$ cat config.mk
export PLATFORM = sky130hd
export DESIGN_NAME = bin2bcd_dabble_multi
export DESIGN_NICKNAME = d
export VERILOG_FILES = /design/src/rtl/bin2bcd_pkg.sv /design/src/rtl/bin2bcd_dabble_step.sv /design/src/rtl/bin2bcd_dabble_multi.sv
export SDC_FILE = /design/constraint.sdc
export NUM_CORES = 1
export LEC_CHECK = 0
export CORE_UTILIZATION = 59
export DETAILED_ROUTE_END_ITERATION = 7
export GPL_TIMING_DRIVEN = 1
export MAX_ROUTING_LAYER = met4
export PLACE_DENSITY = 0.95
export SLEW_MARGIN = 20
export SYNTH_ARGS = -nofsm -noshare
export SYNTH_HDL_FRONTEND = slang
export SYNTH_HIERARCHICAL = 1
export SYNTH_SLANG_ARGS = --single-unit
$ cat constraint.sdc
create_clock -name clk -period 7.6 [get_ports clk]
set_input_delay 1.52 -clock clk [delete_from_list [all_inputs] [get_ports clk]]
set_output_delay 1.52 -clock clk [all_outputs]
set_load 0.02 [all_outputs]
$ cat src/rtl/bin2bcd_pkg.sv
// Shared types and constant helpers for the multi-channel double-dabble converter.
package bin2bcd_pkg;

  typedef enum logic [1:0] {IDLE, SHIFT, DONE} state_t;

  function automatic int clog2(input int v);
    int r;
    r = 0;
    for (int x = v - 1; x > 0; x = x >> 1) r++;
    return r;
  endfunction

  // Modulus of an n-digit BCD field (10^n).
  function automatic longint pow10(input int n);
    longint r;
    r = 1;
    for (int i = 0; i < n; i++) r = r * 10;
    return r;
  endfunction

endpackage

$ cat src/rtl/bin2bcd_dabble_step.sv
// One double-dabble iteration: add-3 on every BCD digit >= 5, then shift left by one.
module bin2bcd_dabble_step #(
  parameter int W  = 7,
  parameter int ND = 2
) (
  input  logic [ND*4+W-1:0] cur,
  output logic [ND*4+W-1:0] nxt,
  output logic              carry
);

  logic [ND*4+W-1:0] adj;

  assign adj[W-1:0] = cur[W-1:0];

  for (genvar d = 0; d < ND; d++) begin : g_dig
    logic [3:0] dig;
    assign dig = cur[W+d*4 +: 4];
    assign adj[W+d*4 +: 4] = (dig >= 4'd5) ? dig + 4'd3 : dig;
  end

  // The top bit leaves the kept digits; the caller folds it into overflow.
  assign nxt   = {adj[ND*4+W-2:0], 1'b0};
  assign carry = adj[ND*4+W-1];

endmodule

$ cat src/rtl/bin2bcd_dabble_multi.sv
// Time-multiplexed binary-to-BCD converter: one shared dabble engine walks NCH
// captured channels and publishes all digits and overflow flags together.
module bin2bcd_dabble_multi #(
  parameter int NCH  = 4,
  parameter int W    = 7,
  parameter int ND   = 2,
  parameter int CONT = 0
) (
  input  logic                  clk,
  input  logic                  rst,
  input  logic                  start,
  input  logic [NCH*W-1:0]      bin_in,
  output logic [NCH*ND*4-1:0]   bcd_out,
  output logic [NCH-1:0]        ovf,
  output logic                  busy,
  output logic                  done
);

  import bin2bcd_pkg::*;

  localparam int RW  = ND*4 + W;
  localparam int BCW = clog2(W) + 1;
  localparam int CHW = (NCH > 1) ? clog2(NCH) : 1;

  state_t                state;
  logic [NCH*W-1:0]      cap;
  logic [RW-1:0]         work, work_nxt;
  logic                  carry, ovf_acc, ovf_now;
  logic [BCW-1:0]        bit_cnt;
  logic [CHW-1:0]        ch, nxt_ch;
  logic                  last_bit, last_ch;
  logic [W-1:0]          cap_sel;
  logic [NCH*ND*4-1:0]   res_bcd, res_bcd_upd;
  logic [NCH-1:0]        res_ovf, res_ovf_upd;

  bin2bcd_dabble_step #(.W(W), .ND(ND)) u_step (
    .cur   (work),
    .nxt   (work_nxt),
    .carry (carry)
  );

  assign last_bit = (bit_cnt == BCW'(W-1));
  assign last_ch  = (ch == CHW'(NCH-1));
  assign nxt_ch   = ch + CHW'(1);
  assign ovf_now  = ovf_acc | carry;

  // Slot ch of the result set with the finishing channel merged in, so the last
  // channel can go straight to the outputs on DONE entry.
  always_comb begin
    res_bcd_upd = res_bcd;
    res_ovf_upd = res_ovf;
    cap_sel     = '0;
    for (int c = 0; c < NCH; c++) begin
      if (CHW'(c) == ch) begin
        res_bcd_upd[c*ND*4 +: ND*4] = work_nxt[RW-1 -: ND*4];
        res_ovf_upd[c]              = ovf_now;
      end
      if (CHW'(c) == nxt_ch) cap_sel = cap[c*W +: W];
    end
  end

  always_ff @(posedge clk or posedge rst) begin
    if (rst) begin
      state   <= IDLE;
      cap     <= '0;
      work    <= '0;
      ovf_acc <= 1'b0;
      bit_cnt <= '0;
      ch      <= '0;
      res_bcd <= '0;
      res_ovf <= '0;
      bcd_out <= '0;
      ovf     <= '0;
      busy    <= 1'b0;
      done    <= 1'b0;
    end else begin
      done <= 1'b0;
      case (state)
        IDLE: begin
          if (start || (CONT != 0)) begin
            cap     <= bin_in;
            ch      <= '0;
            bit_cnt <= '0;
            ovf_acc <= 1'b0;
            work    <= {{(ND*4){1'b0}}, bin_in[W-1:0]};
            busy    <= 1'b1;
            state   <= SHIFT;
          end
        end
        SHIFT: begin
          if (last_bit) begin
            res_bcd <= res_bcd_upd;
            res_ovf <= res_ovf_upd;
            bit_cnt <= '0;
            ovf_acc <= 1'b0;
            if (last_ch) begin
              bcd_out <= res_bcd_upd;
              ovf     <= res_ovf_upd;
              done    <= 1'b1;
              busy    <= 1'b0;
              state   <= DONE;
            end else begin
              ch   <= nxt_ch;
              work <= {{(ND*4){1'b0}}, cap_sel};
            end
          end else begin
            work    <= work_nxt;
            ovf_acc <= ovf_now;
            bit_cnt <= bit_cnt + BCW'(1);
          end
        end
        DONE:    state <= IDLE;
        default: state <= IDLE;
      endcase
    end
  end

endmodule
* Word-level counts from Yosys, hierarchy flattened
Index checks and enable logic that the tools add are counted.
Cells by class: add/sub/neg operators 4, $lt $le $gt $ge 2, eq/ne operators 14, mux-type cells 39, bitwise logic cells 1, reductions and logical operators 12
Operators with widths (number):
- 15-bit 2-to-1 mux | 3
- 8-bit 2-to-1 mux | 4
- 15-bit case mux with 2 select lines | 1
- 7-bit 2-to-1 mux | 4
- 4-bit 2-to-1 mux | 4
- 1-bit 2-to-1 mux | 12
- 2-bit 2-to-1 mux | 6
- 3-bit AND reduction | 3
- 4-bit by 2-bit adder with 4-bit output (second input constant) | 2
- 2-bit equality test (first input constant) | 4
- 4-bit by 3-bit greater-or-equal comparator with 1-bit output (second input constant) | 2
- 2-bit inequality test (second input constant) | 4
- 2-bit case mux with 2 select lines | 2
- 4-bit case mux with 2 select lines | 1
- 4-bit AND reduction | 2
- 2-bit logical NOT | 3
- 2-bit AND reduction | 3
- 4-bit by 1-bit adder with 4-bit output (second input constant) | 1
- 1-bit by 2-bit equality test with 1-bit output (first input constant) | 2
- 4-bit by 3-bit equality test with 1-bit output (second input constant) | 1
- 1-bit case mux with 2 select lines | 2
- 3-bit inequality test (second input constant) | 1
- 2-bit by 1-bit adder with 2-bit output (second input constant) | 1
- 2-bit by 1-bit equality test with 1-bit output (second input constant) | 1
- other kinds (3) | 3
Storage, ports and cells: register bits after elaboration 126, input bits 31, output and inout port bits 38, logic and storage cells 84

* Longest topological paths before layout
word-level depth 9, depth in mapped cells 10, gate-level depth less buffers 9

* Hierarchy
The synthesis kept the hierarchy.
Modules (own cells, without submodules):
- bin2bcd_dabble_multi | times used 1, cells each 428, area an instance 5048.6 um2, sequential area each 2927.8 um2
- bin2bcd_dabble_step | times used 1, cells each 41, area an instance 266.5 um2, sequential area each 0.0 um2

* Least setup slack after synthesis
Ideal clock, no wire load.
path kind input port to flip-flop, start point input port start, end point register cap[10], library setup time 125 ps, arrival time 2392 ps, required time 7475 ps, setup slack 5083 ps, stages 3, path buffers 1, cell sequence nor3b_2 > buf_2 > mux2_2
On the way: cells in the longest elaborated chain, start to end 1
Ends and longest elaborated chain:
- start, declared | line bin2bcd_dabble_multi.sv:11 | input logic start,
- 2-bit AND reduction (no source line)
- end signal, assigned | line bin2bcd_dabble_multi.sv:81 | cap <= bin_in;
- end, declared | line bin2bcd_dabble_multi.sv:26 | logic [NCH*W-1:0] cap;
No other way between the ends. A chain may end at the register's enable or synchronous reset.

* Worst setup path in the final report
start point register ovf[3], end point output port ovf[3]
RTL lines:
- start, declared | line bin2bcd_dabble_multi.sv:14 | output logic [NCH-1:0] ovf,
- start signal, assigned | line bin2bcd_dabble_multi.sv:98 | ovf <= res_ovf_upd;
No word-level cell between the ends.

==> summary.md <==
| Metric | Value |
|---|---|
| Outcome | `finished, final reports clean` |
| Critical path type | `reg -> out` |
| PortBufs | `68` |
| Number of fill cells | `543` |
| Number of remaining DRC errors | `0` |
| Vias in the first global route | `3982` |
| DR vias/cell | `between 5 and 6` |
| Crit path arrival time | `roughly 1.5 ns` |
| Final min period | `approximately 3 ns` |
| Die Y-Extent | `slightly below 100 um` |
| Sequential element share of the synthesized area | `0.551` |
| Largest family of logic cells by synthesized area | `multiplexers` |
| Slowest stage delay, CP | `roughly 0.62 ns` |
| Final core utilization | `0.753` |
| Hold Slack | `0.478 ns` |
| Layout cells sized above 1 | `0.177` |
| Htree depth | `4` |
| Crit path max fanout | `2` |
| Max-Cap Viols | `0` |
| R2R setup slack | `between 4 and 5 ns` |
| Total Wirelength | `~12 mm` |
| Ys flop type | `dfrtp_1` |
| Post-cts sizing count | `0` |
| Post-Synth Simple-Gate Area | `0.108` |
| Cells after Synth | `around 470` |
| Total global routing overflow | `0` |
| Io pins | `69` |
| DR iter-0 viols | `around 240` |
| DP Area | `roughly 6000 um2` |
| Pleak | `between 2 and 3 nW` |
| Fmax | `between 300 and 400 MHz` |
| Number of clock sinks | `around 120` |
| Chip Width | `96.9 um` |
| XOR/XNOR share of the synthesized area | `0.00494` |
| Number of synthesized flops with an enable pin | `0` |
| RSZ-0062 raised after global routing | `no` |
| Row count | `34` |
| Synth area leader | `dfrtp_1` |
| Hold path cells | `2` |
| Pwr Density | `roughly 440 nW/um2` |
| Hold_buf cts | `0` |
| Worst R2R End | `ovf[3]` |
| Top post-synthesis cells by area | `dfrtp_1 55%, mux2_2 10%, nand2_1 5.5%` |
| Design Area, Final | `6570 um2` |
| Hold Path Class | `reg -> reg` |
| Synth unique cells | `46` |
| First-pass GRT wire length | `19.5 mm` |
| # nets final | `570` |
| Initial antenna violation count | `0` |
| Syn_nets | `roughly 510` |
| Min-delay src | `bcd_out[10]` |
| CTS tree | `done` |
| Worst path slowest cell | `clkdlybuf4s50_1` |
| Post-synthesis compound-gate area fraction | `0.112` |
| Slew HR | `0.280` |
| Worst Hold Path EP | `bcd_out[10]` |
| Reg2reg start | `bit_cnt[0]` |
| Die area | `between 9000 and 10000 um2` |
| Routability cong. | `about 0.8` |
| Placed Instances | `approximately 620` |
| Post-synthesis adder-cell area fraction | `0.0259` |
| Routed Antenna Nets | `0` |
| Initial Utilization | `0.609` |
| IR drop worst, VDD | `approximately 0.23 mV` |
| Setup Fix Bufs, Post-CTS | `0` |
| Avg Inst Size Synth | `around 11 um2` |
| Final setup TNS | `0 ns` |
| Commonest non-fill, non-tap cells in the layout | `117 x dfrtp_1, 78 x nand2_1, 68 x clkdlybuf4s50_1` |
| Critical path, cell by cell | `clkdlybuf4s50_1` |
| Req. time, crit path | `a little over 6 ns` |
| Setup crit start kind | `flip-flop` |
| Cell Area, Synth | `between 5000 and 6000 um2` |
| CTS max path bufs | `2` |
| Area grow syn2layout | `23.6%` |
| Async S/R FF share, synth | `1.00` |
| Clock skew | `about 0.0058 ns` |
| R2R cell count | `7` |
| Clock Latency Late Sink | `between 0.5 and 0.6 ns` |
| Drt wl/cell | `between 15 and 20 um` |
| YS warnings | `6` |
| Hpwl dp | `between 7 and 8 mm` |
| Total power | `between 2 and 3 mW` |
| TritonCTS buffer count | `17` |
| Core ar. | `8720 um2` |
| Fin cells | `roughly 650` |
| Seq cells post-synth | `approximately 120` |
| Diodes inserted | `0` |
| Ratio of final minimum period to clock period | `0.400` |
| Commonest non-fill, non-tap cell in the layout | `dfrtp_1` |
| Vias | `slightly below 4000` |
| Top delay family on crit path | `buffers and inverters` |
| Largest net degree at the start of global routing | `slightly above 80` |
| Drt pass-1 iters | `4` |
| DP Worst Slack | `4.28 ns` |
| Reg clk slew, reported paths | `approximately 0.060 ns` |
| Mux contribution to synthesized area | `0.153` |
| Top-area cell type share of the netlist area | `0.551` |
| Crit end category | `output port` |
| Slew @ Worst Pin | `~1.1 ns` |
| Root Driver | `clkbuf_8` |
| Final setup viols | `0` |
| Final worst slack | `between 4 and 5 ns` |
| Endpoints failing hold | `0` |
| Total GRT Usage | `0.277` |
| Buf/Inv on CP | `1` |
| Fin. max-slew vios | `0` |
[Yosys cell counts, types with 2 or more instances]
cell type	number
a21oi_1	5
a21oi_2	2
a221o_1	3
a221oi_1	3
a22o_1	8
a22oi_1	8
a311o_1	3
a31oi_1	7
buf_1	2
buf_2	9
buf_4	11
buf_6	2
clkbuf_1	6
dfrtp_1	117
ha_1	11
inv_1	15
mux2_2	49
mux2i_1	26
nand2_1	78
nand2b_1	7
nand3_1	5
nand3_2	3
nand3b_1	2
nor2_1	17
o21ai_0	42
o21ai_1	4
o22ai_1	4
xnor2_1	2
[final cells by class]
cell class	count	area [um2]	area share
Tap cell	108	135	0.0206
Timing Repair Buffer	70	696	0.106
Inverter	16	65.1	0.00990
Clock inverter	15	181	0.0276
Sequential cell	117	2930	0.446
Clock buffer	17	414	0.0630
Multi-Input combinational cell	306	2150	0.327
[flip-flops by register name, indices dropped and copies added (netlist names), 3 cells and up]
name     cells
bit_cnt      4
bcd_out     32
cap         28
res_ovf      3
ovf          4
res_bcd     24
work        15
[worst max path at each step]
stage,start,end,depth (start not counted)
floorplan,rst,bcd_out[0],1
global placement,rst,bcd_out[4],3
detailed placement,rst,bcd_out[3],3
CTS,ovf[0],ovf[0],1
global route,ovf[3],ovf[3],1
finish,ovf[3],ovf[3],1
[power breakdown]
part | switching [mW] | internal (mW) | total, mW
Combinational | 0.583 | 0.459 | 1.04
Sequential | 0.173 | 0.874 | 1.05
Clock | 0.293 | 0.501 | 0.795
[metal layers]
metal  routed length [um]  vias to the layer above  GRT usage
met1                 4520                     1910      0.317
met3                  704                       32     0.0564
li1                     -                     1751          -
met4                  309                        0      0.122
met5                    0                        -          -
met2                 6280                      176      0.472
[logic make-up after synthesis]
| logic type | after synthesis |
|---|---|
| xor+xnor | 3 |
| flops | 117 |
| simple gates | 123 |
| buf+inv | 46 |
| other cells | 1 |
| fa+ha+maj | 11 |
| mux | 75 |
| compound gates | 93 |
No activity file was read; power rests on OpenSTA's default activity.
==> RTL change 1, RTL diff (same settings) <==
`W` is set to 7 in 2 places; all go to 8.
--- a/src/rtl/bin2bcd_dabble_step.sv
+++ b/src/rtl/bin2bcd_dabble_step.sv
@@ -1,6 +1,6 @@
 // One double-dabble iteration: add-3 on every BCD digit >= 5, then shift left by one.
 module bin2bcd_dabble_step #(
-  parameter int W  = 7,
+  parameter int W  = 8,
   parameter int ND = 2
 ) (
   input  logic [ND*4+W-1:0] cur,
--- a/src/rtl/bin2bcd_dabble_multi.sv
+++ b/src/rtl/bin2bcd_dabble_multi.sv
@@ -2,7 +2,7 @@
 // captured channels and publishes all digits and overflow flags together.
 module bin2bcd_dabble_multi #(
   parameter int NCH  = 4,
-  parameter int W    = 7,
+  parameter int W    = 8,
   parameter int ND   = 2,
   parameter int CONT = 0
 ) (
Ports: changed (resized bin_in); port bits go from 69 to 73. No check against the original RTL was run, so the function may have changed too.
==> RTL change 1 against the original RTL <==
- area after synthesis is 4.3% higher
- non-clock buffer count is 4 higher
- power is 7.5% higher
- routed wire length is 4.2% higher
- sequential power is 8% higher
- worst setup slack worse by 0.018 ns
- sequential cell count is 5 higher
- final area is 3.3% higher
- critical path depth stayed put
- sequential share of layout area is 0.41 points higher
- global-route usage is 0.61 points higher
- largest cell class unchanged
- highest routed layer unchanged
==> RTL change 1: results (changes against the original RTL) <==
Status
  • Run status: completed

Yosys
  • Sequential cell area fraction in the yosys report: 0.551 (about the same)
  • Count of different cell masters after synthesis: 38 (-17%)
  • Commonest cells in the synthesized netlist: 122 x dfrtp_1, 89 x nand2_1, 56 x mux2_2
  • Syn nets: 533 (+4.3%)
  • Synth area leaders: dfrtp_1 55%, mux2_2 11%, nand2_1 6.0%, mux2i_1 4.7%, o21ai_0 3.7%
  • Share of synthesized flip-flops with an asynchronous set or reset: 1.00 (unchanged)

Routing
  • Detailed-route via count: 3975 (+2.7%)
  • First DRT Iteration DRCs: 284 (+19%)
  • DR WL/cell: 18.4 um (+1.0%)
  • Drt pass-1 iters: 5 (+1)

GRT
  • Gr usage total: 0.283 (+0.00612)
  • Number of global-route vias before repair: 4119 (+3.4%)
  • First-pass GRT wire length: 20400 um (+4.6%)
  • Largest net degree at the start of global routing: 67 (-17%)
  • Initial antenna violation count: 0 (unchanged)

Power
  • Leak: 3.00 nW (+1.3%)
  • Seq power: 1.13 mW (+8%)
  • Sw frac: 0.378 (+0.0142)
  • Worst VDD drop: 0.000247 V (+8.7%)
  • Clk pwr share: 0.243 (-0.033)
  • Power Internal: 1.93 mW (+5.1%)

CTS
  • Inserted Clock Buffers: 17 (unchanged)
  • Number of post-CTS setup repair buffers: 0 (unchanged)
  • Worst-path clk slew: 0.06 ns (about the same)

Final layout
  • Nets@finish: 593 (+4.0%)
  • Largest registers: bcd_out (32), cap (32), res_bcd (24)
  • Share of cells above drive strength 1: 0.185 (+0.00793)

Placed design
  • DP Wirelength: 7940 um (+4.3%)
  • Placed Area: 6230 sq um (+4.2%)
  • # port buffers: 72 (+5.9%)
  • Final Wtd Congestion: 0.837 (+2.2%)

Worst hold path
  • Hold Crit Class: flip-flop to flip-flop

Critical path
  • Max Fanout on Critical Path: 2 (unchanged)
  • CP max stage delay: 0.64 ns (+0.02 ns)
  • Family with the most delay on the worst path: buffers and inverters
  • Crit-path slowest cell: clkdlybuf4s50_1
  • Cell count of the worst reg-to-reg path: 6 (-1)
  • Critical path data arrival time: 1.54 ns (+0.02 ns)

STA
  • Worst Clk Skew: 0.00832 ns (+0.00253 ns)
  • Max-slew headroom: 0.342 (+0.0614)
-- RTL change 1: changes by cell type after synthesis, sizes merged, moves of 4 or more --
| cell | change |
|---|---|
| nand2 | +9 |
| o211ai | +8 |
| o22ai | -4 |
| nand2b | +7 |
| o2111ai | +7 |
| dfrtp | +5 |
| inv | -5 |
| mux2 | +7 |
-- RTL change 1: metal layers --
metal,track usage,vias to the layer above,routed length [um]
met3,0.0638,28,637
met1,0.341,1984,4960
li1,-,1811,-
met4,0.117,0,296
met2,0.463,152,6420
met5,-,-,0
-- RTL change 1: cell families after synthesis --
family,synth area share
adders and majority gates,0.0226
and+or+nand+nor,0.107
buffers and inverters,0.0431
other,0.000677
DFF,0.551
xor gates and xnor gates,0.00474
AOI/OAI and AO/OA,0.110
muxes,0.161
-- RTL change 1: stage by stage --
stage	worst slack [ns]	std cells
after floorplan	2.84	488
after global placement	4.31	637
after detailed placement	4.26	637
after CTS	4.53	669
after global routing	4.51	669
final	4.54	669
-- RTL change 1: cell type report --
cell class,instances,area (sq um)
Fill cell,532,2100
Sequential cell,122,3050
Inverter,11,46.3
Clock buffer,19,442
Multi-Input combinational cell,322,2260
Tap cell,108,135
Clock inverter,13,118
Timing Repair Buffer,74,736
-- RTL change 1: worst paths after layout --
kind                                          from                       to  slack [ns]
max                        bcd_out[23]$_DFFE_PP0P_              bcd_out[23]        4.54
min                        bcd_out[20]$_DFFE_PP0P_  bcd_out[20]$_DFFE_PP0P_        0.48
max reg2reg                   state[0]$_DFFE_PP0P_      work[4]$_DFFE_PP0P_        4.96
min reg2reg                bcd_out[20]$_DFFE_PP0P_  bcd_out[20]$_DFFE_PP0P_        0.48
max in group asynchronous                      rst       ovf[1]$_DFFE_PP0P_        4.89
min in group asynchronous                      rst      cap[23]$_DFFE_PP0P_        1.45
==> RTL change 2, RTL diff (config.mk and constraints unchanged) <==
Without the edit above. One comparison of `bit_cnt` changes from == to >=.
--- a/src/rtl/bin2bcd_dabble_multi.sv
+++ b/src/rtl/bin2bcd_dabble_multi.sv
@@ -39,7 +39,7 @@
     .carry (carry)
   );
 
-  assign last_bit = (bit_cnt == BCW'(W-1));
+  assign last_bit = (bit_cnt >= BCW'(W-1));
   assign last_ch  = (ch == CHW'(NCH-1));
   assign nxt_ch   = ch + CHW'(1);
   assign ovf_now  = ovf_acc | carry;
Check against the original RTL: same outputs for any inputs over 10 cycles, from zero or initial values and one cycle with rst high; that may be too few to reach the edited logic, so the function may still have changed.
==> RTL change 2 against the original RTL <==
- register-to-register slack improved by 0.08 ns
- sequential cell count did not move
- non-clock buffer count rose by 1
- highest routed layer unchanged
- hold slack got worse by 0.00092 ns
- die area rose by 0.49%
- area after synthesis rose by 0.49%
- power rose by 8.3%
- synthesized cell count rose by 0.64%
- worst setup slack improved by 0.018 ns
- combinational power rose by 18%
- routed wire length rose by 0.51%
- final area rose by 0.72%
- largest cell class unchanged
- clock skew barely moved
==> RTL change 2: results (changes against the original RTL) <==
Status
  • Run status: completed

Worst hold path
  • Worst Min Path Start: bcd_out[25]$_DFFE_PP0P_
  • Worst hold endpoint: bcd_out[25]$_DFFE_PP0P_
  • Hold Crit Class: flip-flop to flip-flop

Routing
  • Drt pass-1 iters: 5 (+1)
  • Wl on met1: 4710 um (+4.1%)
  • First DRT Iteration DRCs: 229 (-3.8%)
  • Routed wl met3: 644 um (-8.5%)
  • Metal2 WL: 6280 um (about the same)
  • Vias per cell: 5.92 (-0.67%)
  • WL final: 11900 um (+0.51%)

Floorplan
  • Core region area: 8760 sq um (+0.49%)

Critical path
  • Reg2reg end: res_bcd[0]$_DFFE_PP0P_
  • Cell count of the worst reg-to-reg path: 4 (-3)
  • RR Startpoint: ch[0]$_DFFE_PP0P_
  • Worst Setup SP: busy$_DFFE_PP0P_
  • Max Fanout on Critical Path: 3 (+1)
  • Critical path destination: busy

STA
  • Slew @ Worst Pin: 1.10 ns (+0.0277 ns)
  • Tcrit/Tclk final: 0.398 (-0.00243)
  • Worst Clk Skew: 0.00561 ns (-0.000187 ns)

Placed design
  • DP Worst Slack: 4.14 ns (-0.142 ns)
  • Placed Area: 6000 sq um (+0.50%)
  • Final Wtd Congestion: 0.904 (+10%)
  • DP Wirelength: 7370 um (-3.2%)

Power
  • Leak: 2.95 nW (-0.41%)
  • Clk pwr share: 0.264 (-0.012)
  • Sw frac: 0.371 (+0.00686)
  • Worst VDD drop: 0.000217 V (-4.4%)
  • Power Internal: 1.96 mW (+7.1%)

Final layout
  • Seq area share: 0.442 (-0.00320)
  • # diodes: 0 (unchanged)
  • Post-route insts no fill: 651 (+0.31%)
  • Inverters: 15 (-1)
  • Comb_multi_in: 308 (+0.65%)
  • Layout fillers: 547 (+0.74%)
  • Non-clk bufs: 71 (+1.4%)
  • Post-route cell area: 6620 sq um (+0.72%)
  • Layout non-clock buf frac: 0.106 (+0.000374)
  • CLK BUF: 19 (+2)
  • Nets@finish: 572 (+0.35%)
  • Area taken by multi-input logic gates: 2180 sq um (+1.3%)

Yosys
  • Syn Inst Count: 472 (+0.64%)
  • Commonest cells in the synthesized netlist: 117 x dfrtp_1, 81 x nand2_1, 51 x mux2_2
  • Sequential cell area fraction in the yosys report: 0.548 (-0.00271)
  • Count of different cell masters after synthesis: 39 (-15%)
  • Synth area leaders: dfrtp_1 55%, mux2_2 11%, nand2_1 5.7%, mux2i_1 4.9%, o21ai_0 3.6%

CTS
  • Resize count post-CTS: 0 (unchanged)

GRT
  • First-pass GRT wire length: 19300 um (-1.1%)
  • Gr usage total: 0.272 (-0.00480)
  • Number of global-route vias before repair: 3922 (-1.5%)
  • Met3 Track Usage GR: 0.0683 (+0.0120)
  • Met1 Resource Use GR: 0.320 (+0.00311)
  • Largest net degree at the start of global routing: 65 (-20%)
[RTL change 2: cell types whose count changed in the layout (fill, tap and decap cells not counted), moves of 4 or more]
| cell | unedited run | this run |
|---|---|---|
| nor2_1 | 17 | 9 |
| o211ai_1 | 0 | 7 |
| nand2b_1 | 7 | 13 |
| nor3_1 | 1 | 7 |
| o2111ai_1 | 0 | 6 |
| a21oi_1 | 5 | 10 |
| o21ai_0 | 42 | 38 |
[RTL change 2: worst register-to-register path: cells and delay by family, from the launching register on]
| family | cells | cell delay (ns) |
|---|---|---|
| buffers and inverters | 1 | 0.12 |
| DFF | 1 | 0.44 |
| adders and majority gates | 1 | 0.89 |
| AOI/OAI and AO/OA | 1 | 0.52 |
| muxes | 1 | 0.45 |
[RTL change 2: logic make-up after synthesis]
| family | share of synthesized area |
|---|---|
| mux | 0.156 |
| simple gates | 0.0979 |
| fa+ha+maj | 0.0258 |
| buf+inv | 0.0464 |
| other cells | 0.000702 |
| xor+xnor | 0.00328 |
| compound gates | 0.122 |
| flops | 0.548 |
